`src/rtl/cpu_ctrl_pkg.sv`:
```
// Encodings shared between the control FSM and the datapath register bank.
package cpu_ctrl_pkg;

  // B-bus source selects
  localparam logic [2:0] BSRC_DRAM = 3'd0;
  localparam logic [2:0] BSRC_PC   = 3'd1;
  localparam logic [2:0] BSRC_R1   = 3'd2;
  localparam logic [2:0] BSRC_R2   = 3'd3;
  localparam logic [2:0] BSRC_R3   = 3'd4;
  localparam logic [2:0] BSRC_R    = 3'd5;
  localparam logic [2:0] BSRC_AC   = 3'd6;
  localparam logic [2:0] BSRC_IRAM = 3'd7;

  // ALU operations
  localparam logic [2:0] ALU_ADD    = 3'd0;
  localparam logic [2:0] ALU_SUB    = 3'd1;
  localparam logic [2:0] ALU_PASSB  = 3'd2;
  localparam logic [2:0] ALU_ZERO   = 3'd3;
  localparam logic [2:0] ALU_DEC    = 3'd4;
  localparam logic [2:0] ALU_SHL8   = 3'd5;
  localparam logic [2:0] ALU_SHR1   = 3'd6;
  localparam logic [2:0] ALU_PASSAC = 3'd7;

  // Write-enable bit positions within cflag
  localparam int unsigned CF_AR = 7;
  localparam int unsigned CF_PC = 6;
  localparam int unsigned CF_R1 = 5;
  localparam int unsigned CF_R2 = 4;
  localparam int unsigned CF_R3 = 3;
  localparam int unsigned CF_R  = 2;
  localparam int unsigned CF_AC = 1;
  localparam int unsigned CF_M  = 0;

endpackage

```
`src/rtl/datapath_alu.sv`:
```
// Combinational ALU: a is the accumulator, b is the B bus. Results wrap modulo 2^DATA_W.
module datapath_alu
  import cpu_ctrl_pkg::*;
#(
  parameter int unsigned DATA_W = 16
) (
  input  logic [2:0]        op,
  input  logic [DATA_W-1:0] a,
  input  logic [DATA_W-1:0] b,
  output logic [DATA_W-1:0] y
);

  localparam logic [DATA_W-1:0] One = DATA_W'(1);

  // Operation decode
  always_comb begin
    y = '0;
    case (op)
      ALU_ADD:    y = a + b;
      ALU_SUB:    y = a - b;
      ALU_PASSB:  y = b;
      ALU_ZERO:   y = '0;
      ALU_DEC:    y = a - One;
      ALU_SHL8:   y = a << 8;
      ALU_SHR1:   y = a >> 1;
      ALU_PASSAC: y = a;
      default:    y = '0;
    endcase
  end

endmodule

```
`src/rtl/datapath_regbank.sv`:
```
// Processor datapath: register bank, B-bus mux, ALU, instruction register and retired-fetch counter.
module datapath_regbank
  import cpu_ctrl_pkg::*;
#(
  parameter int unsigned DATA_W = 16,
  parameter int unsigned ADDR_W = 16,
  parameter int unsigned CNT_W  = 16
) (
  input  logic              clk,
  input  logic              rst_n,
  input  logic              pcinc,
  input  logic              r1inc,
  input  logic              r2inc,
  input  logic              r3inc,
  input  logic              acinc,
  input  logic              fetch,
  input  logic              finish,
  input  logic [2:0]        alu,
  input  logic [2:0]        bflag,
  input  logic [7:0]        cflag,
  input  logic [7:0]        iram_rdata,
  input  logic [DATA_W-1:0] dram_rdata,
  output logic [ADDR_W-1:0] iram_addr,
  output logic [ADDR_W-1:0] dram_addr,
  output logic [DATA_W-1:0] dram_wdata,
  output logic              dram_we,
  output logic [7:0]        ir,
  output logic              z,
  output logic [DATA_W-1:0] ac_q,
  output logic [CNT_W-1:0]  instr_cnt
);

  localparam logic [DATA_W-1:0] One    = DATA_W'(1);
  localparam logic [CNT_W-1:0]  CntOne = CNT_W'(1);

  logic [DATA_W-1:0] ar_q, pc_q, r1_q, r2_q, r3_q, r_q;
  logic [DATA_W-1:0] ar_d, pc_d, r1_d, r2_d, r3_d, r_d, ac_d;
  logic [7:0]        ir_q, ir_d;
  logic [CNT_W-1:0]  cnt_q, cnt_d;
  logic [DATA_W-1:0] bbus;
  logic [DATA_W-1:0] alu_y;

  // B-bus source mux
  always_comb begin
    bbus = '0;
    case (bflag)
      BSRC_DRAM: bbus = dram_rdata;
      BSRC_PC:   bbus = pc_q;
      BSRC_R1:   bbus = r1_q;
      BSRC_R2:   bbus = r2_q;
      BSRC_R3:   bbus = r3_q;
      BSRC_R:    bbus = r_q;
      BSRC_AC:   bbus = ac_q;
      BSRC_IRAM: bbus = {{(DATA_W-8){1'b0}}, iram_rdata};
      default:   bbus = '0;
    endcase
  end

  datapath_alu #(
    .DATA_W (DATA_W)
  ) u_alu (
    .op (alu),
    .a  (ac_q),
    .b  (bbus),
    .y  (alu_y)
  );

  // Next-state: a cflag write takes precedence over an increment of the same register
  always_comb begin
    ar_d  = ar_q;
    pc_d  = pc_q;
    r1_d  = r1_q;
    r2_d  = r2_q;
    r3_d  = r3_q;
    r_d   = r_q;
    ac_d  = ac_q;
    ir_d  = ir_q;
    cnt_d = cnt_q;

    if (cflag[CF_AR]) ar_d = bbus;

    if (cflag[CF_PC])  pc_d = bbus;
    else if (pcinc)    pc_d = pc_q + One;

    if (cflag[CF_R1])  r1_d = bbus;
    else if (r1inc)    r1_d = r1_q + One;

    if (cflag[CF_R2])  r2_d = bbus;
    else if (r2inc)    r2_d = r2_q + One;

    if (cflag[CF_R3])  r3_d = bbus;
    else if (r3inc)    r3_d = r3_q + One;

    if (cflag[CF_R]) r_d = bbus;

    if (cflag[CF_AC])  ac_d = alu_y;
    else if (acinc)    ac_d = ac_q + One;

    if (fetch) ir_d = bbus[7:0];

    // Counter sticks at all-ones rather than wrapping
    if (fetch && !finish && (cnt_q != '1)) cnt_d = cnt_q + CntOne;
  end

  // State registers, cleared asynchronously
  always_ff @(posedge clk or negedge rst_n) begin
    if (!rst_n) begin
      ar_q  <= '0;
      pc_q  <= '0;
      r1_q  <= '0;
      r2_q  <= '0;
      r3_q  <= '0;
      r_q   <= '0;
      ac_q  <= '0;
      ir_q  <= 8'h00;
      cnt_q <= '0;
    end else begin
      ar_q  <= ar_d;
      pc_q  <= pc_d;
      r1_q  <= r1_d;
      r2_q  <= r2_d;
      r3_q  <= r3_d;
      r_q   <= r_d;
      ac_q  <= ac_d;
      ir_q  <= ir_d;
      cnt_q <= cnt_d;
    end
  end

  // Memory-side outputs; DRAM address is the pre-edge AR, so a same-cycle AR write is not seen
  always_comb begin
    iram_addr  = pc_q[ADDR_W-1:0];
    dram_addr  = ar_q[ADDR_W-1:0];
    dram_wdata = bbus;
    dram_we    = cflag[CF_M];
    ir         = ir_q;
    z          = (ac_q == '0);
    instr_cnt  = cnt_q;
  end

endmodule
```
`config.mk`:
```
export PLATFORM = sky130hd
export DESIGN_NAME = datapath_regbank
export DESIGN_NICKNAME = d
export VERILOG_FILES = /design/src/rtl/cpu_ctrl_pkg.sv /design/src/rtl/datapath_alu.sv /design/src/rtl/datapath_regbank.sv
export SDC_FILE = /design/constraint.sdc
export NUM_CORES = 1
export LEC_CHECK = 0
export ABC_AREA = 1
export CAP_MARGIN = 20
export CORE_MARGIN = 3
export CORE_UTILIZATION = 30
export CTS_CLUSTER_DIAMETER = 100
export CTS_CLUSTER_SIZE = 10
export DETAILED_ROUTE_END_ITERATION = 8
export SLEW_MARGIN = 40
export SYNTH_ARGS = -nofsm -noshare
export SYNTH_HDL_FRONTEND = slang
export SYNTH_HIERARCHICAL = 1
export SYNTH_SLANG_ARGS = --single-unit
```
`constraint.sdc`:
```
create_clock -name clk -period 3.9 [get_ports clk]
set_input_delay 0.585 -clock clk [delete_from_list [all_inputs] [get_ports clk]]
set_output_delay 0.585 -clock clk [all_outputs]
set_load 0.1 [all_outputs]
```
* After elaboration in Yosys (flattened, before gate mapping) *
Index checks and enable logic that the tools add are counted.

storage, ports and cells
  input port bits = 47
  output and inout port bits = 90
  word-level logic and storage cells = 58
  register bits = 136

cells by class
  reductions and logical operators = 12
  add/subtract/negate cells = 9
  eq/ne operators = 16
  muxes and demuxes = 12

operator list
  kind                                                  number
  2-to-1 mux 16 bit                                     10
  case mux 16 bit (8 select lines)                      1
  case mux 16 bit (7 select lines)                      1
  adder 16 x 1 -> 16 bit (second input constant)        6
  equality test 3 bit (second input constant)           8
  adder 16 bit                                          1
  zero test 16 bit                                      1
  != test 16 bit (second input constant)                1
  subtractor 16 x 1 -> 16 bit (second input constant)   1
  subtractor 16 bit                                     1
  equality test 3 x 2 -> 1 bit (second input constant)  4
  nonzero test 2 bit                                    5
  equality test 3 x 1 -> 1 bit (second input constant)  2
  zero test 3 bit                                       2
  logical AND 1 bit                                     2
  != test 2 bit (second input constant)                 1
  AND reduction 2 bit                                   1
  zero test 1 bit                                       1

* Logic depth before layout (Yosys ltp) *
  word-level depth = 5
  gate-level depth with buffers = 30
  depth with buffers taken out = 30

* Modules after synthesis *
Netlist, hierarchy kept.

modules (own cells, without submodules)
  module            area an instance (sq um)  seq. area each (sq um)  instances  cells an instance
  datapath_regbank  9,316.4                   3,403.3                 1          1,363
  datapath_alu      1,674.1                   0.0                     1          317

* Worst setup path after synthesis *
No wires, ideal clock.

  path type = register to output
  start point = register ac_q[0]
  end point = output port z
  buffers on the path = 0
  cell stages (with the launch flop) = 5
  required time = 3.315 ns
  setup slack = -0.894 ns
  data arrival time = 4.209 ns
  path through = dfrtp_1 > inv_1 > ha_1 > nand3_1 > nor4_1

on the way
  cells in the longest elaborated chain, start to end = 1

RTL lines
  element                 RTL line                 text
  start, declared         datapath_regbank.sv:29   output logic [DATA_W-1:0] ac_q,
  start signal, assigned  datapath_regbank.sv:114  ac_q <= '0;
  start signal, assigned  datapath_regbank.sv:124  ac_q <= ac_d;
  zero test 16 bit        datapath_regbank.sv:137  z = (ac_q == '0);
  end, declared           datapath_regbank.sv:28   output logic z,

Every way passes these cells.

* Final worst setup path *
  start point = input port iram_rdata[0]
  end point = register ac_q[15]

on the way
  cells in the longest elaborated chain, start to end = 4
  elaborated cells on any way between the ends = 5
  those cells by class = add/sub (2); mux (3)

RTL lines
  element                                            RTL line                                text
  start, declared                                    datapath_regbank.sv:21                  input logic [7:0] iram_rdata,
  case mux 16 bit (8 select lines) (*)               datapath_regbank.sv:46                  case (bflag)
  subtractor 16 bit or adder 16 bit (tied branches)  datapath_alu.sv:20, datapath_alu.sv:19
  case mux 16 bit (7 select lines) (*)               datapath_alu.sv:18                      case (op)
  net alu_y[15]                                      datapath_regbank.sv:41                  logic [DATA_W-1:0] alu_y;
  2-to-1 mux 16 bit (*)                              datapath_regbank.sv:96                  if (cflag[CF_AC]) ac_d = alu_y;

Mark *: on every way through the listed nets, which the timed path passes. The rest lies on a longest branch.
A chain may end at the register's enable or synchronous reset.

==> reports/qor.yml <==
run_status: "finished, final reports clean"
synth_nets: 1751
cts_root_buffer: "clkbuf_16"
worstPathMaxFanout: 3
crit_path_top_delay_cell: "clkdlybuf4s50_1"
dr.pass1.iters: 5
yosys_warnings: 6
syn_avg_cell_area_um2: 6.54
min_period_ps: 3650
mostFrequentLayoutCells: "624 x nand2_1, 166 x inv_1, 152 x nor2_1"
grt_pass1_vias: 11542
critPathMaxStageDelay_ps: 470
comb_power_share_pct: 58.4
fmax_mhz: 274
wirelength_um: 44000
hold_class: "in -> async"
reg2reg_from: "ac_q[0]"
r2r_slack_ps: 340
pin_count: 137
hold_viol: 0
clock-sinks: 136
clockPowerShare_pct: 18.1
synth_top_cell_by_area: "dfrtp_1"
skew_ps: 7.54
grt_pass1_wl_um: 67500
drive_above_1_share_pct: 18.9
rsz0062_at_grt: "no"
cts_hold_buffers: 0
cts_buffers: 17
worstSetupEndpointType: "register"
yosysUniqueCellTypes: 52
synth_seq_cells: 136
worstSkewPairLatency_ps: 440
grt_usage_pct: 22.5
finalCritPeriodShare_pct: 93.7
seqPwrFrac_pct: 23.5
antenna_found_initial: 0
grt_max_degree: 65
initial_utilization_pct: 30.7
synth_area_leaders: "dfrtp_1 31%, nand2_1 21%, nand3_1 5.9%, inv_1 5.8%, nor2_1 5.4%"
coreArea_um2: 35800
intPower_mw: 4.34
required_ps: 4220
setup_tns_ps: 0
die_height_um: 197
dp_hpwl_um: 33600
netlist_area_um2: 11000
async_reset_ff_share_pct: 100
via_per_inst: 5.15
finalSetupViolCount: 0
fin_nets: 1983
reg2regPathDepth: 25
row_count: 69
p_per_area_nw_per_um2: 669
dpl_cell_area_um2: 13400
layout_commonest_cell: "nand2_1"
cellLeakagePower_nw: 7.08
path_common_cell: "nand2_1"
cp.arrival_ps: 3980
area_growth_pct: 28.2
start_kind: "input port"
wire_per_inst_um: 18.4
worst_pin_slew_ps: 750
rr_endpoint: "ac_q[15]"
antennaDiodeCount: 0
clkSlewWorstSetupHoldPaths_ps: 60
finalMaxSlewViolations: 0
htree_levels: 4
cts_tree: "done"
path_class: "in -> reg"
port_buffers: 134
finalPower_mw: 9.42
die_area_um2: 39000
grt_overflow: 0
seq_area_frac_synth_pct: 31.0
ir_worst_vdd_uv: 660
synth_edf_count: 0
maxCapViolations: 0
switching_share_pct: 53.9
final_antenna_net_count: 0
drcViolationCount: 0
syn_inst: 1680
final_area_um2: 14100
first_iter_violations: 1204
yosysTopAreaCellShare_pct: 31.0
maxSlewHeadroom_pct: 49.9
place.gp.congestion: 0.965
synth_top_flop_cell: "dfrtp_1"
cts_buffer_depth: 2
via_count: 12290
dieWidth_um: 197
p_sw_mw: 5.08
cells in the mapped netlist, types with 8 or more instances:
master,n
a21oi_1,29
a221oi_1,10
a22oi_1,14
buf_2,26
clkbuf_1,10
dfrtp_1,136
ha_1,23
inv_1,171
nand2_1,628
nand2_2,14
nand3_1,130
nand3_2,16
nand3_4,17
nand4_1,67
nor2_1,157
nor2_2,23
nor3_1,18
o211ai_1,8
o21ai_0,55
o21ai_1,22
xor2_1,25
repair_timing:
action                     in CTS  in global routing
pin swaps                       0                  8
setup buffers                   0                  2
setup endpoints to repair       1                 11
resized for setup               1                 13
registers in the layout, indices dropped and copies added (netlist names):
register and count:
ac_q 16, dram_addr 16, ir 8, r3_q 16, iram_addr 16, instr_cnt 16
r1_q 16, r2_q 16, r_q 16
worst max-delay path: cells and delay by family:
family          cells  cell delay (ps)
buf+inv             3              620
fa+ha+maj           2              500
simple gates       16             1670
compound gates      5              590
power by group through the flow:
| stage | logic, mW | registers, mW | clock network (mW) |
|---|---|---|---|
| CTS | 5.42 | 2.20 | 1.75 |
| finish | 5.51 | 2.21 | 1.71 |
| floorplan | 2.25 | 3.48 | 0 |
| global placement | 5.57 | 2.22 | 0 |
| global route | 5.88 | 2.26 | 1.81 |
| detailed placement | 5.40 | 2.22 | 0 |
cells by family (layout without fill, tap and decap cells):
kind of cell	after synthesis	count (layout)	synth area share, %
adders and majority gates	24	24	2.80
buffers and inverters	232	476	9.20
and+or+nand+nor	1083	1083	44.8
xor gates and xnor gates	30	30	2.39
muxes	2	2	0.194
DFF	136	136	31.0
AOI/OAI and AO/OA	173	173	9.62
layer usage:
layer	GRT usage, %	vias up	share of wire, %
met5	0	-	0
met4	7.50	0	3.1
met2	35.5	501	45
li1	-	5925	-
met3	4.32	79	7.2
met1	31.1	5785	45
cell type report:
type | count | area [µm²]
Clock buffer | 20 | 447
Clock inverter | 11 | 148
Fill cell | 3752 | 21700
Inverter | 182 | 688
Multi-Input combinational cell | 1312 | 6660
Sequential cell | 136 | 3400
Tap cell | 461 | 577
Timing Repair Buffer | 263 | 2170
worst max path at each step:
| stage | cells past startpoint | slack, ps | end | from |
|---|---|---|---|---|
| 2_1_floorplan | 29 | 6 | ac_q[13] | bflag[0] |
| 3_3_place_gp | 23 | -420 | ac_q[11] | bflag[1] |
| 3_5_place_dp | 23 | -440 | ac_q[11] | bflag[1] |
| 4_1_cts | 30 | 20 | ac_q[15] | bflag[1] |
| 5_1_grt | 28 | 4 | ac_q[13] | bflag[1] |
| 6_report | 26 | 250 | ac_q[15] | iram_rdata[0] |
per-stage QoR:
stage	cells	hold WS [ps]	util [%]	setup WS [ps]
6_report	2385	177	39.3	247
5_1_grt	2385	203	39.3	3.67
4_1_cts	2383	184	39.2	24.8
3_5_place_dp	2352	467	37.5	-444
3_3_place_gp	2352	464	38.5	-418
2_1_floorplan	1680	289	-	6.42
(Power assumes the default switching activity.)
